==> src/rtl/div_issue_ctrl_pkg.sv <==
// Shared RISC-V type definitions (riscv_types): ALU op encodings and the
// divider issue-controller state enum.
package riscv_types;

  typedef enum logic [3:0] {
    ALU_DIV  = 4'd0,
    ALU_DIVU = 4'd1,
    ALU_REM  = 4'd2,
    ALU_REMU = 4'd3,
    ALU_ADD  = 4'd4,
    ALU_SUB  = 4'd5,
    ALU_AND  = 4'd6,
    ALU_OR   = 4'd7
  } alu_t;

  typedef enum logic [2:0] {
    DC_IDLE,
    DC_START,
    DC_WAIT,
    DC_WB,
    DC_DRAIN
  } divctl_state_t;

endpackage

==> src/rtl/div_issue_ctrl_watchdog.sv <==
// div_watchdog: saturating cycle counter that flags a hung divider once
// TIMEOUT enabled cycles have elapsed since the last clear.
module div_watchdog #(
  parameter int TIMEOUT = 40
) (
  input  logic clk,
  input  logic rst,
  input  logic clear,
  input  logic enable,
  output logic fire
);

  localparam int CW = $clog2(TIMEOUT + 1);
  localparam logic [CW-1:0] LIMIT = CW'(TIMEOUT - 1);

  logic [CW-1:0] count;

  always_ff @(posedge clk) begin
    if (rst || clear) begin
      count <= '0;
    end else if (enable && (count != LIMIT)) begin
      count <= count + 1'b1;
    end
  end

  assign fire = enable && (count == LIMIT);

endmodule

==> src/rtl/div_issue_ctrl.sv <==
// Issue controller for the multi-cycle divider: start/done sequencing, flush
// draining, hazard export and watchdog. Optional result reuse: DIV_REUSE_EN.
module div_issue_ctrl
  import riscv_types::*;
#(
  parameter int WIDTH   = 32,
  parameter int TIMEOUT = 40
) (
  input  logic             clk,
  input  logic             rst,
  input  logic             flush,
  input  logic             i_valid,
  output logic             i_ready,
  input  alu_t             i_op,
  input  logic [WIDTH-1:0] i_a,
  input  logic [WIDTH-1:0] i_b,
  input  logic [4:0]       i_rd,
  output logic             div_start,
  output alu_t             div_op,
  output logic [WIDTH-1:0] div_a,
  output logic [WIDTH-1:0] div_b,
  input  logic             div_done,
  input  logic [WIDTH-1:0] div_result,
  output logic             wb_valid,
  input  logic             wb_ready,
  output logic [4:0]       wb_rd,
  output logic [WIDTH-1:0] wb_data,
  output logic             busy,
  output logic             pend_valid,
  output logic [4:0]       pend_rd,
  output logic             err_timeout
);

  divctl_state_t state, state_next;
  logic accept;
  logic wd_fire;
  logic timeout_evt;
  logic cache_hit;
  logic [WIDTH-1:0] cache_result;

  assign i_ready   = (state == DC_IDLE) && !flush;
  assign accept    = i_valid && i_ready;
  assign busy      = (state != DC_IDLE);
  assign div_start = (state == DC_START) && !flush;

  // In WAIT a flush outranks the watchdog; in DRAIN flush is irrelevant.
  assign timeout_evt = wd_fire && !div_done &&
                       (((state == DC_WAIT) && !flush) || (state == DC_DRAIN));

  div_watchdog #(.TIMEOUT(TIMEOUT)) u_watchdog (
    .clk    (clk),
    .rst    (rst),
    .clear  (state == DC_START),
    .enable ((state == DC_WAIT) || (state == DC_DRAIN)),
    .fire   (wd_fire)
  );

`ifdef DIV_REUSE_EN
  logic             cache_valid;
  alu_t             cache_op;
  logic [WIDTH-1:0] cache_a;
  logic [WIDTH-1:0] cache_b;

  always_ff @(posedge clk) begin
    if (rst || timeout_evt) begin
      cache_valid  <= 1'b0;
      cache_op     <= ALU_DIV;
      cache_a      <= '0;
      cache_b      <= '0;
      cache_result <= '0;
    end else if ((state == DC_WAIT) && div_done && !flush) begin
      cache_valid  <= 1'b1;
      cache_op     <= div_op;
      cache_a      <= div_a;
      cache_b      <= div_b;
      cache_result <= div_result;
    end
  end

  assign cache_hit = cache_valid && (cache_op == i_op) &&
                     (cache_a == i_a) && (cache_b == i_b);
`else
  assign cache_hit    = 1'b0;
  assign cache_result = '0;
`endif

  always_ff @(posedge clk) begin
    if (rst) begin
      state <= DC_IDLE;
    end else begin
      state <= state_next;
    end
  end

  always_comb begin
    state_next = state;
    case (state)
      DC_IDLE: begin
        if (accept) begin
          state_next = cache_hit ? DC_WB : DC_START;
        end
      end
      DC_START: begin
        state_next = flush ? DC_IDLE : DC_WAIT;
      end
      DC_WAIT: begin
        if (flush) begin
          state_next = div_done ? DC_IDLE : DC_DRAIN;
        end else if (div_done) begin
          state_next = DC_WB;
        end else if (wd_fire) begin
          state_next = DC_IDLE;
        end
      end
      DC_WB: begin
        if (wb_ready || flush) begin
          state_next = DC_IDLE;
        end
      end
      DC_DRAIN: begin
        if (div_done || wd_fire) begin
          state_next = DC_IDLE;
        end
      end
      default: state_next = DC_IDLE;
    endcase
  end

  // Operand, writeback and hazard registers follow the same state decisions.
  always_ff @(posedge clk) begin
    if (rst) begin
      div_op      <= ALU_DIV;
      div_a       <= '0;
      div_b       <= '0;
      wb_valid    <= 1'b0;
      wb_rd       <= '0;
      wb_data     <= '0;
      pend_valid  <= 1'b0;
      pend_rd     <= '0;
      err_timeout <= 1'b0;
    end else begin
      err_timeout <= timeout_evt;
      case (state)
        DC_IDLE: begin
          if (accept) begin
            div_op     <= i_op;
            div_a      <= i_a;
            div_b      <= i_b;
            pend_valid <= 1'b1;
            pend_rd    <= i_rd;
            if (cache_hit) begin
              wb_valid <= 1'b1;
              wb_rd    <= i_rd;
              wb_data  <= cache_result;
            end
          end
        end
        DC_START: begin
          if (flush) begin
            pend_valid <= 1'b0;
          end
        end
        DC_WAIT: begin
          if (flush) begin
            pend_valid <= 1'b0;
          end else if (div_done) begin
            wb_valid <= 1'b1;
            wb_rd    <= pend_rd;
            wb_data  <= div_result;
          end else if (wd_fire) begin
            pend_valid <= 1'b0;
          end
        end
        DC_WB: begin
          if (wb_ready || flush) begin
            wb_valid   <= 1'b0;
            pend_valid <= 1'b0;
          end
        end
        default: ;
      endcase
    end
  end

endmodule

==> config.mk <==
export PLATFORM = sky130hd
export DESIGN_NAME = div_issue_ctrl
export DESIGN_NICKNAME = d
export VERILOG_FILES = /design/src/rtl/div_issue_ctrl_pkg.sv /design/src/rtl/div_issue_ctrl_watchdog.sv /design/src/rtl/div_issue_ctrl.sv
export SDC_FILE = /design/constraint.sdc
export NUM_CORES = 1
export LEC_CHECK = 0
export ABC_AREA = 1
export CAP_MARGIN = 20
export CORE_AREA = 8 8 91 155
export CTS_CLUSTER_SIZE = 16
export DETAILED_ROUTE_END_ITERATION = 12
export DIE_AREA = 0 0 99 163
export PLACE_DENSITY = 0.83
export SLEW_MARGIN = 40
export SYNTH_ARGS = -nofsm -noshare
export SYNTH_HDL_FRONTEND = slang
export SYNTH_HIERARCHICAL = 1
export SYNTH_SLANG_ARGS = --single-unit
==> constraint.sdc <==
create_clock -name clk -period 1.9 [get_ports clk]
set_input_delay 0.285 -clock clk [delete_from_list [all_inputs] [get_ports clk]]
set_output_delay 0.285 -clock clk [all_outputs]
set_load 0.01 [all_outputs]
After elaboration in Yosys (flattened, before gate mapping)

Index checks and enable logic that the tools add are counted.

Reduce and logical (&&, ||, !) cells: 24
Bitwise gates (word level): 1
Equal/unequal tests: 15
Add/subtract/negate cells: 1
Muxes and demuxes: 19

Operator list:

| operator                                              | count |
|---|---|
| 2-to-1 mux 3 bit                                      | 7 |
| case mux 3 bit (5 select lines)                       | 1 |
| inequality test 2 bit, second input constant          | 5 |
| logical AND 1 bit                                     | 8 |
| 2-to-1 mux 1 bit                                      | 8 |
| AND reduction 4 bit                                   | 2 |
| adder 6 x 1 -> 6 bit, second input constant           | 1 |
| equality test 3 x 2 -> 1 bit, second input constant   | 2 |
| equality test 6 bit, second input constant            | 1 |
| inequality test 3 bit, second input constant          | 2 |
| inequality test 6 bit, second input constant          | 1 |
| AND reduction 6 bit                                   | 1 |
| logical OR 1 bit                                      | 5 |
| inequality test 4 bit, second input constant          | 1 |
| case mux 1 bit (4 select lines)                       | 1 |
| nonzero test 4 bit                                    | 1 |
| equality test 3 x 1 -> 1 bit, second input constant   | 1 |
| equality test 3 bit, second input constant            | 1 |
| logical NOT 3 bit                                     | 1 |
| AND reduction 3 bit                                   | 1 |
| nonzero test 3 bit                                    | 1 |
| logical NOT 1 bit                                     | 2 |
| 2-to-1 mux 2 bit                                      | 1 |
| inequality test 2 x 1 -> 1 bit, second input constant | 1 |
| 4 further kinds                                       | 4 |

Word-level logic and storage cells: 71
Output and inout port bits: 116
Register bits after elaboration: 122

Logic depth before layout (Yosys ltp)

Gate-level depths: netlist (run 1).

Word-level depth: 7
Mapped depth: 13
Mapped depth without buffers: 12

Cells and area by module

Netlist (run 1), hierarchy kept.

Modules (own cells, without submodules):

| module         | cells an instance | instances | area each (um^2) | sequential area each (um^2) |
|---|---|---|---|---|
| div_issue_ctrl | 556               | 1         | 4,332.9          | 2,322.2 |
| div_watchdog   | 48                | 1         | 352.8            | 120.1 |

Least setup slack after synthesis (run 1)

OpenSTA, ideal clock, no wires.

Kind: register to register
Start: register state[0]
End: register pend_valid
Path buffers: 1
Library setup time: 0.115 ns
Arrival: 1.437 ns
Stages on the path, launching flop included: 14
Setup slack: 0.348 ns
Data required time: 1.785 ns
Period minus slack after synthesis: 1.552 ns
Cells stage by stage: dfxtp_1 > inv_1 > nand3_2 > nand2_1 > buf_4 > inv_2 > nor2_1 > inv_1 > nand2_1 > a21oi_1 > nor2_1 > nand3_1 > nand2_1 > nor2_1

Cells in the longest elaborated chain, start to end: 5
Elaborated cells between the ends (all ways): 17

Ends and longest elaborated chain:

| item                                                                | RTL line                      | text |
|---|---|---|
| start, declared                                                     | div_issue_ctrl.sv:34          | `divctl_state_t state, state_next;` |
| start signal, assigned                                              | div_issue_ctrl.sv:91          | `state <= state_next;` |
| equality test 3 x 2 -> 1 bit or equality test 3 bit (tied branches) | div_issue_ctrl.sv:54          | `.enable ((state == DC_WAIT) \|\| (state == DC_DRAIN)),` |
| logical OR 1 bit (*)                                                | div_issue_ctrl.sv:54          |  |
| logical AND 1 bit (*)                                               | div_issue_ctrl_watchdog.sv:26 | `assign fire = enable && (count == LIMIT);` |
| via wd_fire                                                         | div_issue_ctrl.sv:36          | `logic wd_fire;` |
| inequality test 3 bit (no source line) (*)                          | -                             |  |
| AND reduction 6 bit (no source line) (*)                            | -                             |  |
| end signal, assigned                                                | div_issue_ctrl.sv:138         | `pend_valid <= 1'b0;` |
| end signal, assigned                                                | div_issue_ctrl.sv:149         | `pend_valid <= 1'b1;` |
| end signal, assigned                                                | div_issue_ctrl.sv:160         | `pend_valid <= 1'b0;` |
| end, declared                                                       | div_issue_ctrl.sv:29          | `output logic pend_valid,` |

The timed path passes the listed nets; every way through them passes the cells marked *.
A chain may end at the register's enable or synchronous reset.

Final worst setup path (run 1)

Start: register u_watchdog.count[0]
End: register pend_valid

Cells in the longest elaborated chain, start to end: 4

Ends and longest elaborated chain:

| item                                   | RTL line                      | text |
|---|---|---|
| start, declared                        | div_issue_ctrl_watchdog.sv:16 | `logic [CW-1:0] count;` |
| start signal, assigned                 | div_issue_ctrl_watchdog.sv:22 | `count <= count + 1'b1;` |
| equality test 6 bit                    | div_issue_ctrl_watchdog.sv:26 |  |
| logical AND 1 bit                      | div_issue_ctrl_watchdog.sv:26 |  |
| via wd_fire                            | div_issue_ctrl.sv:36          |  |
| inequality test 3 bit (no source line) | -                             |  |
| AND reduction 6 bit (no source line)   | -                             |  |

The timed path passes the listed nets, and every way through them passes these cells.

==> impl_metrics.json, run 1 <==
{
  "cp.required_ns": 2.19,
  "p_per_area_mw_per_mm2": 1180,
  "yosysTopAreaCell": "dfxtp_1",
  "ff_latch_area_mm2": 0.00244,
  "slew_violations": 0,
  "ys_types": 25,
  "min_period_over_period_pct": 92.2,
  "fin_skew_ns": 0.00690,
  "grt_pass1_wl_um": 24400,
  "clock_latency_ns": 0.40,
  "hold_path_class": "primary input to flop",
  "cts.path.max_buffers": 2,
  "htreeDepth": 4,
  "worst_pin_slew_ns": 0.557,
  "drc": 0,
  "clkSinkCount": 122,
  "gp_congestion": 0.842,
  "synth_nets": 716,
  "r2r_slack_ns": 0.15,
  "holdBufCountCts": 0,
  "diodes": 0,
  "nNetsFinal": 935,
  "wl_per_cell_um": 16.1,
  "mostFrequentLayoutCells": "clkdlybuf4s50_1, dfxtp_1, nand2_1",
  "start_util_pct": 39.5,
  "vias": 4857,
  "area_growth_pct": 64.6,
  "clock.fmax_mhz": 571,
  "slowest_stage": "dfxtp_1",
  "cts_buffers": 17,
  "multiInputGateArea_mm2": 0.00191,
  "cp_max_fo": 9,
  "drt_iter0_markers": 182,
  "whs_path_depth": 3,
  "grt_max_degree": 73,
  "antenna_found_initial": 0,
  "cpPeakStageDelay_ns": 0.37,
  "crit_path_start_kind": "flop",
  "ir_worst_vdd_uv": 703,
  "rr_endpoint": "pend_valid$_SDFFE_PP0P_",
  "grt_pass1_vias": 4822,
  "ant_nets": 0,
  "ys_seq_area_share_pct": 52.1,
  "rsz0062_at_grt": "no",
  "fill_cells": 959,
  "layout_min_cycle_time_ns": 1.75,
  "synth_top_area_share_pct": 52.1,
  "clk_pin_slew_worst_paths_ns": 0.06,
  "crit_path_end_kind": "flop",
  "cts_tree": "done",
  "setup_violations": 0,
  "vias_per_cell": 4.99,
  "slew_headroom_pct": 62.8,
  "setup_tns_ns": 0,
  "synth_warnings": 6,
  "worstSetupPathType": "flop to flop",
  "io_pins": 227,
  "final_common_cell": "clkdlybuf4s50_1",
  "grt.total_usage_pct": 19.1,
  "routed_wirelength_um": 15700,
  "synth_area_leaders": "dfxtp_1, a21oi_1, nand3_1",
  "cts-root-buf": "clkbuf_16",
  "path_cells": "ha_1 -> nand2_2 -> inv_2 -> nand3_4 -> nor2_1 -> inv_1 -> nand2_1 -> a21oi_1 -> nor2_1 -> nand3_1 -> nand2_1 -> nor2_1",
  "arrival_ns": 2.05,
  "coreArea_mm2": 0.0119,
  "num_rows": 53,
  "synth-seq-cells": 122,
  "place.port_buffers": 226,
  "die-width_um": 99,
  "die_h_um": 163,
  "drive_above_1_share_pct": 8.37,
  "reg2reg_from": "u_watchdog/count[0]$_SDFFE_PP0P_",
  "syn-cell-area_mm2": 0.00469,
  "overflow": 0,
  "die-area_mm2": 0.0161,
  "maxCapViolCount": 0,
  "dr.pass1.iters": 6,
  "hold_violations": 0,
  "hp-start": "i_valid",
  "status": "finished clean",
  "min_to": "div_op[2]$_SDFFE_PP0P_",
  "dpl.hpwl_um": 11500,
  "cp_common_cell": "nor2_1",
  "r2r_cells": 12,
  "leakagePower_uw": 0.00296,
  "syn_avg_cell_area_um2": 7.76,
  "total_power_uw": 9100,
  "synthCells": 604
}
worst max-delay path: cells and delay by family (launching register included):
kind                       cells  cell delay [ns]
adders and majority gates      1             0.20
DFF                            1             0.37
and+or+nand+nor                8             0.83
buffers and inverters          2             0.16
AOI/OAI and AO/OA              1             0.08
repair_timing:
action,CTS,global route
setup endpoints to repair,3,1
gates cloned,0,0
resized for setup,4,2
setup buffers,0,0
routing by layer:
layer  track usage (%)  vias to the layer above  wire length (um)  part of all wire [%]
met1              18.2                     2229              5800                    37
met2              35.3                      173              8300                    53
met4              9.84                        0               469                   3.0
li1                  -                     2430                 -                     -
met5                 0                        -                 0                     0
met3              6.51                       25              1140                   7.3
state kept, by name (all words and copies together), names as in the netlist:
signal	cells
pend_rd	5
div_op	4
div_a	32
wb_data	32
pend_valid	1
wb_rd	5
err_timeout	1
state	3
u_watchdog/count	6
wb_valid	1
div_b	32
report_power, final:
part / leakage, uW / internal [uW] / switching, uW
combinational: 0.00165 / 1150 / 1270
clock: 0.000316 / 2410 / 1190
sequential: 0.000992 / 2880 / 187
synth_stat cells:
cell type / number
nor2_2: 2
nand3_1: 81
nand2_2: 3
o21ai_0: 46
nand3_4: 1
nand4_1: 2
a21oi_1: 86
o21a_1: 1
nand3_2: 1
clkbuf_1: 17
buf_6: 5
buf_2: 21
inv_2: 3
dfxtp_1: 122
o21bai_1: 1
a21oi_2: 1
nand2_1: 92
nor3_2: 1
ha_1: 1
nor2_1: 86
o21ai_1: 1
inv_1: 24
nor2_4: 4
nand3b_1: 1
buf_4: 1
area by class of cell:
cell class,instances,area share (%)
Sequential cell,122,31.7
Timing Repair Buffer,244,31.3
Multi-Input combinational cell,411,24.8
Clock buffer,19,5.87
Clock inverter,13,2.81
Tap cell,137,2.22
Inverter,27,1.31
cells by family (layout without fill, tap and decap cells):
| logic type | after synthesis | count (layout) | synth area share (%) |
|---|---|---|---|
| AND/OR/NAND/NOR | 274 | 274 | 25.8 |
| AO/OA/AOI/OAI | 136 | 136 | 14.7 |
| flip-flops | 122 | 122 | 52.1 |
| buffers and inverters | 71 | 303 | 7.13 |
| adder cells (fa/ha/maj) | 1 | 1 | 0.267 |
worst max-delay path by stage:
| stage | startpoint | endpoint | cells past startpoint |
|---|---|---|---|
| 3_5_place_dp | flush | wb_data[23]$_SDFFE_PP0P_ | 7 |
| 6_report | u_watchdog/count[0]$_SDFFE_PP0P_ | pend_valid$_SDFFE_PP0P_ | 12 |
| 3_3_place_gp | flush | div_start | 3 |
| 2_1_floorplan | state[0]$_SDFFE_PP0P_ | pend_valid$_SDFFE_PP0P_ | 13 |
| 4_1_cts | state[0]$_SDFFE_PP0P_ | div_start | 5 |
| 5_1_grt | u_watchdog/count[0]$_SDFFE_PP0P_ | pend_valid$_SDFFE_PP0P_ | 12 |
per-stage QoR:
| stage | util (%) | hold slack (ns) | setup WS, ns | cell area [um2] | instances |
|---|---|---|---|---|---|
| after global routing | 65.0 | 0.281 | 0.0146 | 7710 | 973 |
| after global placement | 59.4 | 0.447 | -0.00490 | 7050 | 941 |
| after detailed placement | 59.4 | 0.452 | -0.0441 | 7050 | 941 |
| final | 65.0 | 0.278 | 0.149 | 7710 | 973 |
| after floorplan | - | 0.420 | 0.348 | 4690 | 604 |
| after CTS | 65.0 | 0.262 | 0.0892 | 7720 | 973 |
Note: power is estimated with default switching activity, not from simulation.
==> run 2, diff against run 1 <==
--- a/config.mk
+++ b/config.mk
@@ -11,7 +11,7 @@
 export CTS_CLUSTER_SIZE = 16
 export DETAILED_ROUTE_END_ITERATION = 12
 export DIE_AREA = 0 0 99 163
-export PLACE_DENSITY = 0.83
+export PLACE_DENSITY_LB_ADDON = 0.12
 export SLEW_MARGIN = 40
 export SYNTH_ARGS = -nofsm -noshare
 export SYNTH_HDL_FRONTEND = slang
==> run 2 against run 1 <==
Net effect: die area unchanged; sequential share of layout area up 0.37 points; utilization down 0.65 points; sequential power about the same; combinational power about the same; clock power down 13%; worst hold slack worse by 0.099 ns; setup slack worse by 0.043 ns; count of clock-buffer cells in the layout down 1; fmax down 2.4%; final cell count down 0.31%; first-iteration DRC count up 8.2%; highest routed layer unchanged.
==> impl_metrics.json, run 2 (synthesis results as in run 1) <==
{
  "p_per_area_mw_per_mm2": 1130,
  "maxCapViolCount": 0,
  "slew_violations": 0,
  "r2r_cells": 12,
  "drt_iter0_markers": 197,
  "drive_above_1_share_pct": 8.16,
  "worst_pin_slew_ns": 0.558,
  "antenna_found_initial": 0,
  "dr.pass1.iters": 5,
  "cts.path.max_buffers": 2,
  "gp_congestion": 0.847,
  "grt.total_usage_pct": 19.8,
  "mostFrequentLayoutCells": "clkdlybuf4s50_1, dfxtp_1, nand2_1",
  "leakagePower_uw": 0.00291,
  "fin_skew_ns": 0.00701,
  "layout_min_cycle_time_ns": 1.79,
  "grt_pass1_wl_um": 25400,
  "clock.fmax_mhz": 557,
  "path_depth": 4,
  "setup_violations": 0,
  "clk_pin_slew_worst_paths_ns": 0.05,
  "cpPeakStageDelay_ns": 0.37,
  "routed_wirelength_um": 16100,
  "path_cells": "nor2_4 -> nand2_2 -> nor2_4 -> dlygate4sd2_1",
  "wl_per_cell_um": 16.6,
  "cp_max_fo": 7,
  "final_core_util_pct": 64.3,
  "min_period_over_period_pct": 94.5,
  "cts_setup_buffers": 0,
  "io_pins": 227,
  "ir_worst_vdd_uv": 670,
  "top_regs": "div_a (32), div_b (32), wb_data (32)",
  "critPathTopFamily": "simple AND/OR/NAND/NOR gates",
  "overflow": 0,
  "vias_per_cell": 5.09,
  "grt_max_degree": 69,
  "reg2reg_from": "u_watchdog/count[0]$_SDFFE_PP0P_",
  "clock_latency_ns": 0.41,
  "die-width_um": 99,
  "drc": 0,
  "num_rows": 53,
  "place.port_buffers": 226,
  "worstSetupPathType": "flop to primary output",
  "slowest_stage": "dfxtp_4",
  "final.setup.worst_slack_ns": 0.105,
  "cp_common_cell": "nor2_4",
  "hp-start": "rst",
  "crit_path_start_kind": "flop",
  "final_common_cell": "clkdlybuf4s50_1",
  "cts-root-buf": "clkbuf_16",
  "nNetsFinal": 932,
  "ant_nets": 0,
  "status": "finished clean",
  "crit_buf_inv": 1,
  "arrival_ns": 1.51,
  "die_h_um": 163,
  "diodes": 0,
  "clkSinkCount": 122,
  "cts_tree": "done",
  "vias": 4941,
  "cp.required_ns": 1.62,
  "cts_buffers": 17,
  "htreeDepth": 4,
  "hold_path_class": "primary input to flop",
  "dpl.hpwl_um": 11700,
  "startpoint": "state[0]$_SDFFE_PP0P_",
  "die-area_mm2": 0.0161,
  "slew_headroom_pct": 62.8,
  "grt_pass1_vias": 4933,
  "hold_violations": 0,
  "rsz0062_at_grt": "no",
  "start_util_pct": 39.5,
  "pre_cts_ws_ns": -0.0166,
  "whs_path_depth": 2,
  "coreArea_mm2": 0.0119,
  "area_growth_pct": 62.9,
  "crit_path_end_kind": "primary output"
}
-- run 2: area by class of cell --
cell class | instances | area [um2]
Timing Repair Buffer | 241 | 2420
Fill cell | 1026 | 4240
Multi-Input combinational cell | 411 | 1910
Tap cell | 137 | 171
Sequential cell | 122 | 2450
Clock inverter | 14 | 148
Clock buffer | 18 | 429
Inverter | 27 | 101
-- run 2: layer usage --
layer / vias up / global-route usage [%] / wire (um) / share of wire, %
li1: 2430 / - / - / -
met1: 2267 / 19.2 / 5630 / 35
met2: 216 / 35.7 / 8580 / 53
met3: 28 / 8.30 / 1520 / 9.4
met4: 0 / 8.85 / 388 / 2.4
met5: - / 0 / 0 / 0
-- run 2: metrics by stage --
stage	TNS [ns]	area, um2	instances	hold slack, ns	power, uW
2_1_floorplan	0	4690	604	0.420	4380
3_3_place_gp	0	7050	938	0.446	5500
3_5_place_dp	-0.0166	7050	938	0.450	5550
4_1_cts	0	7630	970	0.163	8710
5_1_grt	0	7630	970	0.192	9080
6_report	0	7630	970	0.179	8610
-- run 2: final timing paths --
check	endpoint	slack, ns
worst min register to register	div_b[4]$_SDFFE_PP0P_	0.46
worst max register to register	pend_valid$_SDFFE_PP0P_	0.20
worst max-delay path	i_ready	0.11
worst min-delay path	wb_valid$_SDFFE_PP0P_	0.18
-- run 2: power by group --
group	switching, uW	total (uW)	leakage (uW)	internal (uW)
Clock	1180	3120	0.000269	1930
Combinational	1270	2400	0.00165	1130
Sequential	200	3090	0.000992	2890
-- run 2: repair_timing --
action,in CTS,in global routing
resized for setup,5,3
hold buffers,0,0
endpoints found under the setup margin,3,2
pin swaps,0,0
-- run 2: worst reg2reg max path, cell delays in order, from the launching register on --
cell and delay, ns:
dfxtp_1 0.38, ha_1 0.21, nand2_2 0.09, inv_2 0.07, nand3_4 0.11, nor2_2 0.16, inv_1 0.10, nand2_1 0.08
a21oi_1 0.07, nor2_2 0.13, nand3_1 0.09, nand2_1 0.07, nor2_1 0.04
